`src/rtl/prescaled_step_counter_if.sv`:
```
// Control and status bundle for prescaled_step_counter.
// The driver side owns the strobes and divide value; the counter side owns the outputs.
interface prescaled_step_counter_if #(
   parameter int PRESCALE_W = 26,
   parameter int OUT_W      = 8
);
   logic                  En;
   logic [PRESCALE_W-1:0] Div_Val;
   logic [1:0]            Mode;
   logic                  Load;
   logic [OUT_W-1:0]      Load_Val;
   logic                  Clear;
   logic [OUT_W-1:0]      Cnt_Out;
   logic                  Tick;
   logic                  Term;
   logic                  Dir;

   modport master (
      output En, Div_Val, Mode, Load, Load_Val, Clear,
      input  Cnt_Out, Tick, Term, Dir
   );

   modport slave (
      input  En, Div_Val, Mode, Load, Load_Val, Clear,
      output Cnt_Out, Tick, Term, Dir
   );
endinterface

```
`src/rtl/prescaled_step_counter.sv`:
```
// Runtime-programmable prescaler feeding an OUT_W-bit step counter.
// The counter has four step modes: up-wrap, down-wrap, up-saturate and bounce.
module prescaled_step_counter #(
   parameter int          PRESCALE_W  = 26,
   parameter int          OUT_W       = 8,
   parameter int unsigned DEFAULT_DIV = 262143
) (
   input logic                     Clk,
   input logic                     RST_N,
   prescaled_step_counter_if.slave bus
);
   localparam logic [PRESCALE_W-1:0] DEFAULT_DIV_C = PRESCALE_W'(DEFAULT_DIV);
   localparam logic [PRESCALE_W-1:0] PRE_ONE_C     = PRESCALE_W'(1);
   localparam logic [OUT_W-1:0]      CNT_ONE_C     = OUT_W'(1);
   localparam logic [OUT_W-1:0]      CNT_MAX_C     = {OUT_W{1'b1}};
   localparam logic [OUT_W-1:0]      CNT_ZERO_C    = {OUT_W{1'b0}};

   logic [PRESCALE_W-1:0] pre_r;
   logic [PRESCALE_W-1:0] div_act_r;
   logic [OUT_W-1:0]      cnt_r;
   logic                  tick_r;
   logic                  term_r;
   logic                  bounce_dir_r;

   logic                  eff_dir_s;
   logic                  wrap_s;
   logic [OUT_W-1:0]      step_val_s;
   logic                  step_term_s;
   logic                  step_bounce_s;
   logic                  dir_s;

   // Bounce direction: endpoints force a reversal, otherwise the stored direction applies.
   always_comb begin
      eff_dir_s = bounce_dir_r;
      if (cnt_r == CNT_MAX_C) begin
         eff_dir_s = 1'b0;
      end else if (cnt_r == CNT_ZERO_C) begin
         eff_dir_s = 1'b1;
      end else begin
         eff_dir_s = bounce_dir_r;
      end
   end

   // Next counter value, terminal flag and bounce state for a tick in the current mode.
   always_comb begin
      step_val_s    = cnt_r;
      step_term_s   = 1'b0;
      step_bounce_s = bounce_dir_r;
      case (bus.Mode)
         2'b00: begin
            step_val_s  = cnt_r + CNT_ONE_C;
            step_term_s = (step_val_s == CNT_ZERO_C);
         end
         2'b01: begin
            step_val_s  = cnt_r - CNT_ONE_C;
            step_term_s = (step_val_s == CNT_MAX_C);
         end
         2'b10: begin
            if (cnt_r == CNT_MAX_C) begin
               step_val_s  = cnt_r;
               step_term_s = 1'b0;
            end else begin
               step_val_s  = cnt_r + CNT_ONE_C;
               step_term_s = (step_val_s == CNT_MAX_C);
            end
         end
         2'b11: begin
            if (eff_dir_s) begin
               step_val_s = cnt_r + CNT_ONE_C;
            end else begin
               step_val_s = cnt_r - CNT_ONE_C;
            end
            step_term_s = (step_val_s == CNT_ZERO_C) || (step_val_s == CNT_MAX_C);
            if (step_val_s == CNT_MAX_C) begin
               step_bounce_s = 1'b0;
            end else if (step_val_s == CNT_ZERO_C) begin
               step_bounce_s = 1'b1;
            end else begin
               step_bounce_s = eff_dir_s;
            end
         end
         default: begin
            step_val_s    = cnt_r;
            step_term_s   = 1'b0;
            step_bounce_s = bounce_dir_r;
         end
      endcase
   end

   // Direction of the next step, derived only from registered state and Mode.
   always_comb begin
      dir_s = 1'b1;
      case (bus.Mode)
         2'b00:   dir_s = 1'b1;
         2'b01:   dir_s = 1'b0;
         2'b10:   dir_s = 1'b1;
         2'b11:   dir_s = eff_dir_s;
         default: dir_s = 1'b1;
      endcase
   end

   assign wrap_s = (pre_r == div_act_r);

   // Prescaler, counter and pulse registers; Clear beats Load beats a step.
   always_ff @(posedge Clk or negedge RST_N) begin
      if (!RST_N) begin
         pre_r        <= '0;
         div_act_r    <= DEFAULT_DIV_C;
         cnt_r        <= '0;
         tick_r       <= 1'b0;
         term_r       <= 1'b0;
         bounce_dir_r <= 1'b1;
      end else if (bus.Clear) begin
         pre_r        <= '0;
         div_act_r    <= bus.Div_Val;
         cnt_r        <= '0;
         tick_r       <= 1'b0;
         term_r       <= 1'b0;
         bounce_dir_r <= 1'b1;
      end else if (bus.Load) begin
         pre_r     <= '0;
         div_act_r <= bus.Div_Val;
         cnt_r     <= bus.Load_Val;
         tick_r    <= 1'b0;
         term_r    <= 1'b0;
      end else if (bus.En) begin
         if (wrap_s) begin
            // Div_Val is only adopted here so a running period is never cut short.
            pre_r        <= '0;
            div_act_r    <= bus.Div_Val;
            cnt_r        <= step_val_s;
            tick_r       <= 1'b1;
            term_r       <= step_term_s;
            bounce_dir_r <= step_bounce_s;
         end else begin
            pre_r  <= pre_r + PRE_ONE_C;
            tick_r <= 1'b0;
            term_r <= 1'b0;
         end
      end else begin
         tick_r <= 1'b0;
         term_r <= 1'b0;
      end
   end

   assign bus.Cnt_Out = cnt_r;
   assign bus.Tick    = tick_r;
   assign bus.Term    = term_r;
   assign bus.Dir     = dir_s;
endmodule

```
`src/flat_wrapper.sv`:
```
// flat-port wrapper written by rule: the top's interface ports become plain ports
module prescaled_step_counter_flat 
#(
   parameter int          PRESCALE_W  = 26,
   parameter int          OUT_W       = 8,
   parameter int unsigned DEFAULT_DIV = 262143
)
  (Clk, RST_N, bus_En, bus_Div_Val, bus_Mode, bus_Load, bus_Load_Val, bus_Clear, bus_Cnt_Out, bus_Tick, bus_Term, bus_Dir);
  prescaled_step_counter_if #(.PRESCALE_W(PRESCALE_W), .OUT_W(OUT_W)) bus_i ();
  input logic Clk;
  input logic RST_N;
  input wire logic [$bits(bus_i.En)-1:0] bus_En;
  input wire logic [$bits(bus_i.Div_Val)-1:0] bus_Div_Val;
  input wire logic [$bits(bus_i.Mode)-1:0] bus_Mode;
  input wire logic [$bits(bus_i.Load)-1:0] bus_Load;
  input wire logic [$bits(bus_i.Load_Val)-1:0] bus_Load_Val;
  input wire logic [$bits(bus_i.Clear)-1:0] bus_Clear;
  output wire logic [$bits(bus_i.Cnt_Out)-1:0] bus_Cnt_Out;
  output wire logic [$bits(bus_i.Tick)-1:0] bus_Tick;
  output wire logic [$bits(bus_i.Term)-1:0] bus_Term;
  output wire logic [$bits(bus_i.Dir)-1:0] bus_Dir;
  assign bus_i.En = bus_En;
  assign bus_i.Div_Val = bus_Div_Val;
  assign bus_i.Mode = bus_Mode;
  assign bus_i.Load = bus_Load;
  assign bus_i.Load_Val = bus_Load_Val;
  assign bus_i.Clear = bus_Clear;
  assign bus_Cnt_Out = bus_i.Cnt_Out;
  assign bus_Tick = bus_i.Tick;
  assign bus_Term = bus_i.Term;
  assign bus_Dir = bus_i.Dir;
  prescaled_step_counter #(.PRESCALE_W(PRESCALE_W), .OUT_W(OUT_W), .DEFAULT_DIV(DEFAULT_DIV)) u_core (.Clk(Clk), .RST_N(RST_N), .bus(bus_i));
endmodule
```
`config.mk`:
```
export PLATFORM = sky130hd
export DESIGN_NAME = prescaled_step_counter_flat
export DESIGN_NICKNAME = d
export VERILOG_FILES = /design/src/rtl/prescaled_step_counter_if.sv /design/src/rtl/prescaled_step_counter.sv /design/src/flat_wrapper.sv
export SDC_FILE = /design/constraint.sdc
export NUM_CORES = 1
export LEC_CHECK = 0
export ABC_AREA = 1
export CORE_ASPECT_RATIO = 1.5
export CORE_UTILIZATION = 51
export CTS_BUF_LIST = sky130_fd_sc_hd__clkbuf_16
export DETAILED_ROUTE_END_ITERATION = 8
export HOLD_SLACK_MARGIN = 0.02
export PLACE_DENSITY = 0.8
export SLEW_MARGIN = 20
export SYNTH_ARGS = -nofsm -noshare
export SYNTH_HDL_FRONTEND = slang
export SYNTH_SLANG_ARGS = --single-unit
export TNS_END_PERCENT = 100
```
`constraint.sdc`:
```
create_clock -name Clk -period 1.7 [get_ports Clk]
set_input_delay 0.34 -clock Clk [delete_from_list [all_inputs] [get_ports Clk]]
set_output_delay 0.34 -clock Clk [all_outputs]
set_load 0.02 [all_outputs]
```
== After elaboration in Yosys (flattened, before gate mapping) ==
Cells that the tools add are included.
Storage, ports and cells
  output and inout bits: 11
  logic and storage cells: 69
  bits of input ports: 41
  flip-flop bits (word level): 63
Operators by class
  add/subtract/negate cells: 3
  equality and inequality tests: 10
  reduce and logical (&&, ||, !) cells: 14
  multiplexer cells: 36
Operator list (number)
  $mux 26: 8
  $mux 8: 7
  $eq 8x8->1 const B: 4
  $pmux 8 s4: 1
  $add 26x1->26 const B: 1
  $eq 26x26->1: 1
  $logic_not 8->1: 3
  $mux 1: 18
  $add 8x1->8 const B: 1
  $sub 8x1->8 const B: 1
  $reduce_bool 2->1: 3
  $reduce_bool 3->1: 2
  $eq 2x2->1 const B: 2
  $ne 4x4->1 const B: 1
  $pmux 1 s4: 1
  $reduce_and 4->1: 1
  $pmux 1 s3: 1
  $reduce_and 3->1: 1
  $eq 2x1->1 const B: 1
  $logic_not 2->1: 1
  $ne 2x1->1 const B: 1
  $reduce_and 2->1: 1
  $reduce_or 2->1: 1
  $logic_or 1x1->1: 1

== Logic depth before layout (Yosys ltp) ==
Gate-level depths: netlist of run 1.
  depth after elaboration: 13
  gate-level depth with buffers: 15

== Worst setup path before layout of run 1 ==
No wires, ideal clock.
  path type: register to register
  start: reg u_core.cnt_r[0], in the netlist u_core.bus.Cnt_Out[0]
  end: reg u_core.cnt_r[1], in the netlist u_core.bus.Cnt_Out[1]
  setup slack: -0.421 ns
  stages on the path, launching flop included: 12
  period minus slack after synthesis: 2.121 ns
  arrival: 2.056 ns
  path through: dfrtp_1 > inv_1 > ha_1 > nand2_1 > o21ai_4 > nand2_2 > o21ai_1 > or2_2 > nand3_1 > nand2_1 > nand2_1 > nand2_1
Between the ends
  longest elaborated chain between the ends: 10
Ends and longest elaborated chain
  from (decl): line prescaled_step_counter.sv:20  | logic [OUT_W-1:0] cnt_r;
  from (signal assigned): line prescaled_step_counter.sv:123  | cnt_r <= bus.Load_Val;
  from (signal assigned): line prescaled_step_counter.sv:131  | cnt_r <= step_val_s;
  branches (longest 10 deep; another with $sub 8x1->8)
Several ways; the timed one is not identified. The select of a mux whose other input is x is not followed.
A chain may end at the register's enable or synchronous reset.

== Worst setup path after layout of run 1 ==
  start: reg u_core.div_act_r[25]
  end: reg u_core.cnt_r[7], in the netlist u_core.bus.Cnt_Out[7]
Between the ends
  longest elaborated chain between the ends: 3
Ends and longest elaborated chain
  from (decl): line prescaled_step_counter.sv:19  | logic [PRESCALE_W-1:0] div_act_r;
  from (signal assigned): line prescaled_step_counter.sv:115  | div_act_r <= bus.Div_Val;
  from (signal assigned): line prescaled_step_counter.sv:122  | div_act_r <= bus.Div_Val;
  from (signal assigned): line prescaled_step_counter.sv:130  | div_act_r <= bus.Div_Val;
  $eq 26x26->1: line prescaled_step_counter.sv:102  | assign wrap_s = (pre_r == div_act_r);
  $reduce_bool 3->1 (no line)
  $reduce_and 3->1 (no line)
Every way passes these cells.

==> summary.md, run 1 <==
| Metric | Value |
|---|---|
| Total Wirelength | 22.1 mm |
| Power density over cell area | 739 nW/um^2 |
| Distinct cells, synth | 37 |
| # fillers | 338 |
| TritonCTS Buffers | 9 |
| Height of the die | 114 um |
| Register bit total from synthesis | 63 |
| Die span in x | 76.8 um |
| Drc violations | 0 |
| Clock transition at path regs | 0.06 ns |
| Post-DP HPWL | 10.6 mm |
| Syn nets | 688 |
| Req. time, crit path | 1.96 ns |
| Finished Layout Cells | 932 |
| Synth Cell Area | 4280 um^2 |
| Hold_buf cts | 0 |
| Final min period | 2.19 ns |
| Startpoint types | register |
| Worst-Skew Late Latency | 0.35 ns |
| CTS Buffer Depth | 2 |
| Total power | 5330 uW |
| HP Class | input port to async pin |
| Area of the core | 8060 um^2 |
| Data arrival, critical path | 2.45 ns |
| Synth Flop Type | dfrtp_1 |
| Final max-slew violation count | 0 |
| Synth Area in Adders | 0.0146 |
| Global-route usage over all layers | 0.392 |
| Commonest non-fill, non-tap cells in the layout | 151 x nand2_1, 117 x buf_4, 65 x inv_1 |
| Synth Warn # | 0 |
| Max-cap violations | 0 |
| Compound-Gate Fraction of Synth Area | 0.0713 |
| Die Area | 8770 um^2 |
| First-pass GRT wire length | 25.9 mm |
| Remaining global-route overflow | 0 |
| Xor/xnor share of the synthesized area | 0.0573 |
| Largest net degree at the start of global routing | 64 |
| Logic pwr share | 0.362 |
| Setup_tns | -23.07 ns |
| Met1 WL | 6.67 mm |
| Port bufs | 51 |
| Met3 wire length | 2.39 mm |
| Fin Hold WS | -0.00187 ns |
| Final antenna-violating net count | 0 |
| Critical path endpoint category | register |
| Layout cells sized above 1 | 0.439 |
| # diodes | 0 |
| Worst slew margin | 0.670 |
| VDD IR max | 0.764 mV |
| Skew final | 0.00698 ns |
| Sw frac | 0.357 |
| PnR worst setup slack | -0.493 ns |
| Fmax | 456 MHz |
| Area after detailed placement | 5790 um^2 |
| Simple-gate share of the synthesized area | 0.389 |
| Synthesized area per cell | 6.67 um^2 |
| Placement row count | 40 |
| CTS tree | yes |
| First-pass DRT Iterations | 6 |
| Endpoints failing hold | 5 |
| Worst-margin pin slew | 0.490 ns |
| Worst Path Max Fanout | 5 |
| Ports | 52 |
| Placed insts | 895 |
| Post-Synthesis Cells | 642 |
| Number of flops mapped to enable cells by yosys | 0 |
| RSZ-0062 raised after global routing | true |
| Largest family of logic cells by synthesized area | simple AND/OR/NAND/NOR gates |
| Post-synthesis mux area share | 0 |
| CTS Sinks | 63 |
| Post-synth ARST share | 1.00 |
| Clk pwr share | 0.304 |
| Initial antenna violation count | 1 |
| Tcrit/Tclk final | 1.29 |
| CTS Root Cell | clkbuf_16 |
| Via count | 5981 |
| Seq pwr share | 0.334 |
| Drt first-iter violations | 866 |
| Synth-to-Final Area Change | 68.4% |
| H-tree levels | 3 |
| Final Setup Violations | 64 |
| Most common cell after layout, fill and taps aside | nand2_1 |
| Avg Vias per Cell | 6.42 |
| Starting Density | 0.531 |
| Psw | 1900 uW |
| Sequential-to-total area share from yosys stat | 0.374 |
| Met2 WL | 10.4 mm |
| Failing checks | hold timing, setup timing |
| GPL Wtd Cong | 1.02 |
| Highest metal layer with signal wires | met4 |
| Setup Crit Path Kind | register to register |
| Status | finished with violations |
| Wirelength per Cell | 23.7 um |
| Final instance area | 7210 um^2 |
| Leak | 0.00346 uW |
| Int Pwr | 3430 uW |
| Nets | 869 |
| Number of global-route vias before repair | 5393 |
## stage by stage
| stage | setup WS, ns | hold slack (ns) | utilization |
|---|---|---|---|
| after global placement | -0.350 | 0.370 | 0.718 |
| after floorplan | -0.0400 | 0.0444 | - |
| after CTS | -0.230 | 0.0319 | 0.811 |
| after detailed placement | -0.341 | 0.377 | 0.718 |
| after global routing | -0.690 | 0.0421 | 0.894 |
| final | -0.493 | -0.00187 | 0.894 |
## worst max-delay path: stages, from the launching register on
cell	delay [ns]
dfrtp_1	0.40
inv_1	0.14
nor2_1	0.09
nor3_2	0.40
nand2_4	0.11
nor2_4	0.13
nand3_2	0.12
nand2_4	0.12
nand3b_1	0.21
inv_1	0.17
nand2_1	0.10
nand2_1	0.12
## state kept, by name, summed over array words and instances (netlist names)
name / cells
u_core.bus.Cnt_Out: 8
u_core.bus.Term: 1
u_core.bus.Tick: 1
u_core.pre_r: 26
u_core.bounce_dir_r: 1
u_core.div_act_r: 26
## layout make-up
type / instances / area, um^2 / area share
clock buffers: 9 / 225 / 0.0313
clock inverters: 6 / 23.8 / 0.00330
repair buffers: 190 / 1740 / 0.241
inverters: 72 / 290 / 0.0403
multi-input cells: 487 / 3190 / 0.442
well taps: 105 / 131 / 0.0182
flip-flops and latches: 63 / 1610 / 0.224
## cells in the mapped netlist (5+ instances only)
library cell | instances | area [um^2]
nand3_1 | 50 | 250
nor3_1 | 23 | 115
a21boi_0 | 5 | 37.5
nor2_1 | 79 | 297
inv_1 | 70 | 263
buf_2 | 8 | 40.0
dfstp_2 | 19 | 499
xor2_1 | 20 | 175
o21ai_0 | 22 | 110
xnor2_1 | 8 | 70.1
dfrtp_1 | 44 | 1100
o21ai_1 | 5 | 25.0
nand4_1 | 10 | 62.6
nand2_1 | 226 | 848
a21oi_1 | 14 | 70.1
ha_1 | 5 | 62.6
## worst paths after layout
path / start / to / slack, ns / depth (start not counted)
min in group Clk: u_core.div_act_r[5]$_DFFE_PN1P_ / u_core.div_act_r[5]$_DFFE_PN1P_ / 0.49 / 2
max in group asynchronous: RST_N / u_core.div_act_r[10]$_DFFE_PN1P_ / 1.35 / 2
hold reg to reg: u_core.div_act_r[5]$_DFFE_PN1P_ / u_core.div_act_r[5]$_DFFE_PN1P_ / 0.49 / 2
setup reg to reg: u_core.div_act_r[25]$_DFFE_PN0P_ / u_core.bus.Cnt_Out[7]$_DFFE_PN0P_ / -0.49 / 11
setup / recovery: u_core.div_act_r[25]$_DFFE_PN0P_ / u_core.bus.Cnt_Out[7]$_DFFE_PN0P_ / -0.49 / 11
hold / removal: RST_N / u_core.pre_r[15]$_DFFE_PN0P_ / -0.002 / 2
## per-layer routing
metal  GRT usage  up-vias
li1            -     2373
met1       0.363     2727
met5           0        -
met3      0.0653      260
met2       0.707      621
met4       0.396        0
## repair_timing
| item | 4_1_cts | 5_1_grt |
|---|---|---|
| buffers inserted | 10 | 13 |
| pin swaps | 21 | 50 |
| gates cloned | 4 | 2 |
| endpoints found under the setup margin | 71 | 66 |
| gates resized for setup | 114 | 172 |
## power by group through the flow
stage / sequential, uW / clock [uW] / combinational [uW]
after global routing: 1780 / 1670 / 2030
after floorplan: 1760 / 0 / 664
after detailed placement: 1760 / 0 / 1370
final: 1780 / 1620 / 1930
after CTS: 1740 / 1560 / 1590
after global placement: 1750 / 0 / 1340
## logic make-up (layout without fill, tap and decap cells)
logic type,Yosys count,count (layout)
flip-flops,63,63
AND/OR/NAND/NOR,401,401
adder cells (fa/ha/maj),5,5
AO/OA/AOI/OAI,53,53
XOR/XNOR,28,28
buffers and inverters,92,277
No activity file was read; power rests on OpenSTA's default activity.
==> run 2: changes to the inputs <==
--- a/config.mk
+++ b/config.mk
@@ -10,7 +10,7 @@
 export CORE_UTILIZATION = 51
 export CTS_BUF_LIST = sky130_fd_sc_hd__clkbuf_16
 export DETAILED_ROUTE_END_ITERATION = 8
-export HOLD_SLACK_MARGIN = 0.02
+export HOLD_SLACK_MARGIN = 0.05
 export PLACE_DENSITY = 0.8
 export SLEW_MARGIN = 20
 export SYNTH_ARGS = -nofsm -noshare
==> run 2 against run 1 <==
Compared with the run above:
- the flow finishes with violations (setup timing)
- combinational power is essentially flat
- sequential power is essentially flat
- highest routed layer unchanged
- critical path type unchanged
- core utilization is essentially flat
- clock skew grew 0.0032 ns
- worst hold slack gained 0.49 ns
- final area is essentially flat
- count of clock-buffer cells in the layout is the same
- cell count grew 0.11%
==> summary.md, run 2 (synthesis results as in run 1) <==
| Metric | Value |
|---|---|
| Area of the core | 8060 um^2 (unchanged) |
| Final max-slew violation count | 0 (unchanged) |
| Starting Density | 0.531 (unchanged) |
| Leak | 0.00346 uW (about the same) |
| Skew final | 0.0102 ns (+0.00324 ns) |
| Height of the die | 114 um (unchanged) |
| CTS tree | yes |
| Fmax | 431 MHz (-5.4%) |
| Total Wirelength | 22.0 mm (-0.21%) |
| Clock transition at path regs | 0.05 ns (about the same) |
| Drt first-iter violations | 805 (-7.0%) |
| Worst Path Max Fanout | 8 (+3) |
| Worst-Skew Late Latency | 0.34 ns (about the same) |
| Placed insts | 895 (unchanged) |
| First-pass DRT Iterations | 8 (+2) |
| Power density over cell area | 741 nW/um^2 (+0.20%) |
| Status | finished with violations |
| Number of global-route vias before repair | 5393 (unchanged) |
| HP Class | register to register |
| # fillers | 325 (-3.8%) |
| Initial antenna violation count | 0 (-1) |
| GPL Wtd Cong | 1.02 (unchanged) |
| Endpoints failing hold | 0 (-5) |
| Die Area | 8770 um^2 (unchanged) |
| TritonCTS Buffers | 9 (unchanged) |
| H-tree levels | 3 (unchanged) |
| Via count | 5924 (-0.95%) |
| Worst slack at placement | -0.341 ns (unchanged) |
| Failing checks | setup timing |
| Drc violations | 0 (unchanged) |
| Synth-to-Final Area Change | 68.5% (about the same) |
| Worst-margin pin slew | 0.664 ns (+0.173 ns) |
| Fin Hold WS | 0.493 ns (+0.495 ns) |
| Final min period | 2.32 ns (+0.125 ns) |
| Worst R2R Setup Slack | -0.62 ns (-0.12 ns) |
| Avg Vias per Cell | 6.35 (-1.1%) |
| RSZ-0062 raised after global routing | true |
| Worst reg2reg path depth | 12 (+1) |
| Tcrit/Tclk final | 1.36 (+0.0733) |
| Remaining global-route overflow | 0 (unchanged) |
| First-pass GRT wire length | 25.9 mm (about the same) |
| Final antenna-violating net count | 0 (unchanged) |
| Most common cell after layout, fill and taps aside | nand2_1 |
| Req. time, crit path | 1.97 ns (about the same) |
| Post-DP HPWL | 10.6 mm (unchanged) |
| Finished Layout Cells | 933 (+0.11%) |
| Setup Crit Path Kind | register to register |
| Max-cap violations | 0 (unchanged) |
| Wirelength per Cell | 23.6 um (-0.32%) |
| Final core occ | 0.895 (about the same) |
| CTS Buffer Depth | 2 (unchanged) |
| Data arrival, critical path | 2.59 ns (+0.14 ns) |
| PnR worst setup slack | -0.618 ns (-0.125 ns) |
| Commonest non-fill, non-tap cells in the layout | 153 x nand2_1, 117 x buf_4, 65 x inv_1 |
| Global-route usage over all layers | 0.391 (-0.000515) |
| CTS Sinks | 63 (unchanged) |
| Final Setup Violations | 64 (unchanged) |
| Die span in x | 76.8 um (unchanged) |
| CTS Root Cell | clkbuf_16 |
| Startpoint types | register |
| VDD IR max | 0.942 mV (+23%) |
| Layout cells sized above 1 | 0.436 (-0.00295) |
| Reg-to-Reg End | u_core.div_act_r[4]$_DFFE_PN1P_ |
| Hold worst-path end | u_core.div_act_r[13]$_DFFE_PN1P_ |
| Port bufs | 51 (unchanged) |
| Largest net degree at the start of global routing | 64 (unchanged) |
| RR Startpoint | u_core.pre_r[1]$_DFFE_PN0P_ |
| # diodes | 0 (unchanged) |
| Worst slew margin | 0.554 (-0.116) |
| Ports | 52 (unchanged) |
| HP Start | u_core.div_act_r[13]$_DFFE_PN1P_ |
| Hold path cells | 2 |
| Placement row count | 40 (unchanged) |
| Setup_tns | -32.88 ns (-9.81 ns) |
| Critical path endpoint category | register |
| Nets | 870 (+0.12%) |
-- run 2: cell count changes in the layout (fill, tap and decap cells not counted) --
cell,delta
nand3_2,-1
o21ai_0,-1
dlygate4sd3_1,+1
nand3_4,+1
buf_6,+1
buf_8,-1
nand2_4,-1
o21ai_1,+1
nand2_2,-1
nand2_1,+2
-- run 2: routing by layer --
metal | part of all wire | vias up | GRT usage
met1 | 0.30 | 2680 | 0.363
li1 | - | 2378 | -
met4 | 0.13 | 0 | 0.396
met2 | 0.47 | 585 | 0.705
met5 | 0 | - | 0
met3 | 0.10 | 281 | 0.0653
-- run 2: through the flow --
step | instance area [um^2] | power [uW]
2_1_floorplan | 4390 | 2430
3_3_place_gp | 5790 | 3100
3_5_place_dp | 5790 | 3130
6_report | 7210 | 5340
4_1_cts | 6540 | 4900
5_1_grt | 7210 | 5510
-- run 2: worst max-delay path by stage --
| stage | startpoint | to | slack (ns) |
|---|---|---|---|
| final | u_core.pre_r[1]$_DFFE_PN0P_ | u_core.div_act_r[4]$_DFFE_PN1P_ | -0.62 |
| after global routing | u_core.div_act_r[16]$_DFFE_PN1P_ | u_core.bus.Cnt_Out[5]$_DFFE_PN0P_ | -0.66 |
| after CTS | u_core.bus.Cnt_Out[1]$_DFFE_PN0P_ | bus_Dir | -0.23 |
| after detailed placement | bus_Mode[0] | bus_Dir | -0.34 |
| after global placement | bus_Clear | u_core.pre_r[22]$_DFFE_PN0P_ | -0.35 |
| after floorplan | u_core.bus.Cnt_Out[2]$_DFFE_PN0P_ | u_core.bus.Term$_DFF_PN0_ | -0.04 |
-- run 2: final cells by class --
class,count,area (um^2),share of cell area
Inverter,72,290,0.0403
Sequential cell,63,1610,0.223
Timing Repair Buffer,191,1750,0.242
Clock buffer,9,225,0.0312
Tap cell,105,131,0.0182
Clock inverter,6,23.8,0.00330
Multi-Input combinational cell,487,3180,0.441
-- run 2: repair_timing --
| action | CTS | global route |
|---|---|---|
| cloned | 4 | 2 |
| hold buffers | 1 | 0 |
| buffers inserted | 10 | 13 |
| gates resized for setup | 114 | 170 |
| setup endpoints to repair | 71 | 66 |
| endpoints found under the hold margin | 44 | 0 |
| pin swaps | 21 | 52 |
-- run 2: worst max-delay path: stages (launching register included) --
cell and delay [ns]:
dfrtp_1 0.44, inv_1 0.21, nand2_1 0.12, a21oi_1 0.27, nand3_1 0.17, nor2_2 0.20, nand3_2 0.14, nand2_4 0.12
nand2_8 0.10, clkinv_8 0.12, buf_12 0.16, nand2_1 0.08, nand2_1 0.11
-- run 2: power by group --
part / total (uW) / internal (uW) / switching [uW] / leakage (uW)
Combinational: 1920 / 835 / 1090 / 0.00255
Sequential: 1780 / 1640 / 140 / 0.000778
Clock: 1640 / 948 / 688 / 0.000138
Total: 5340 / 3430 / 1920 / 0.00346
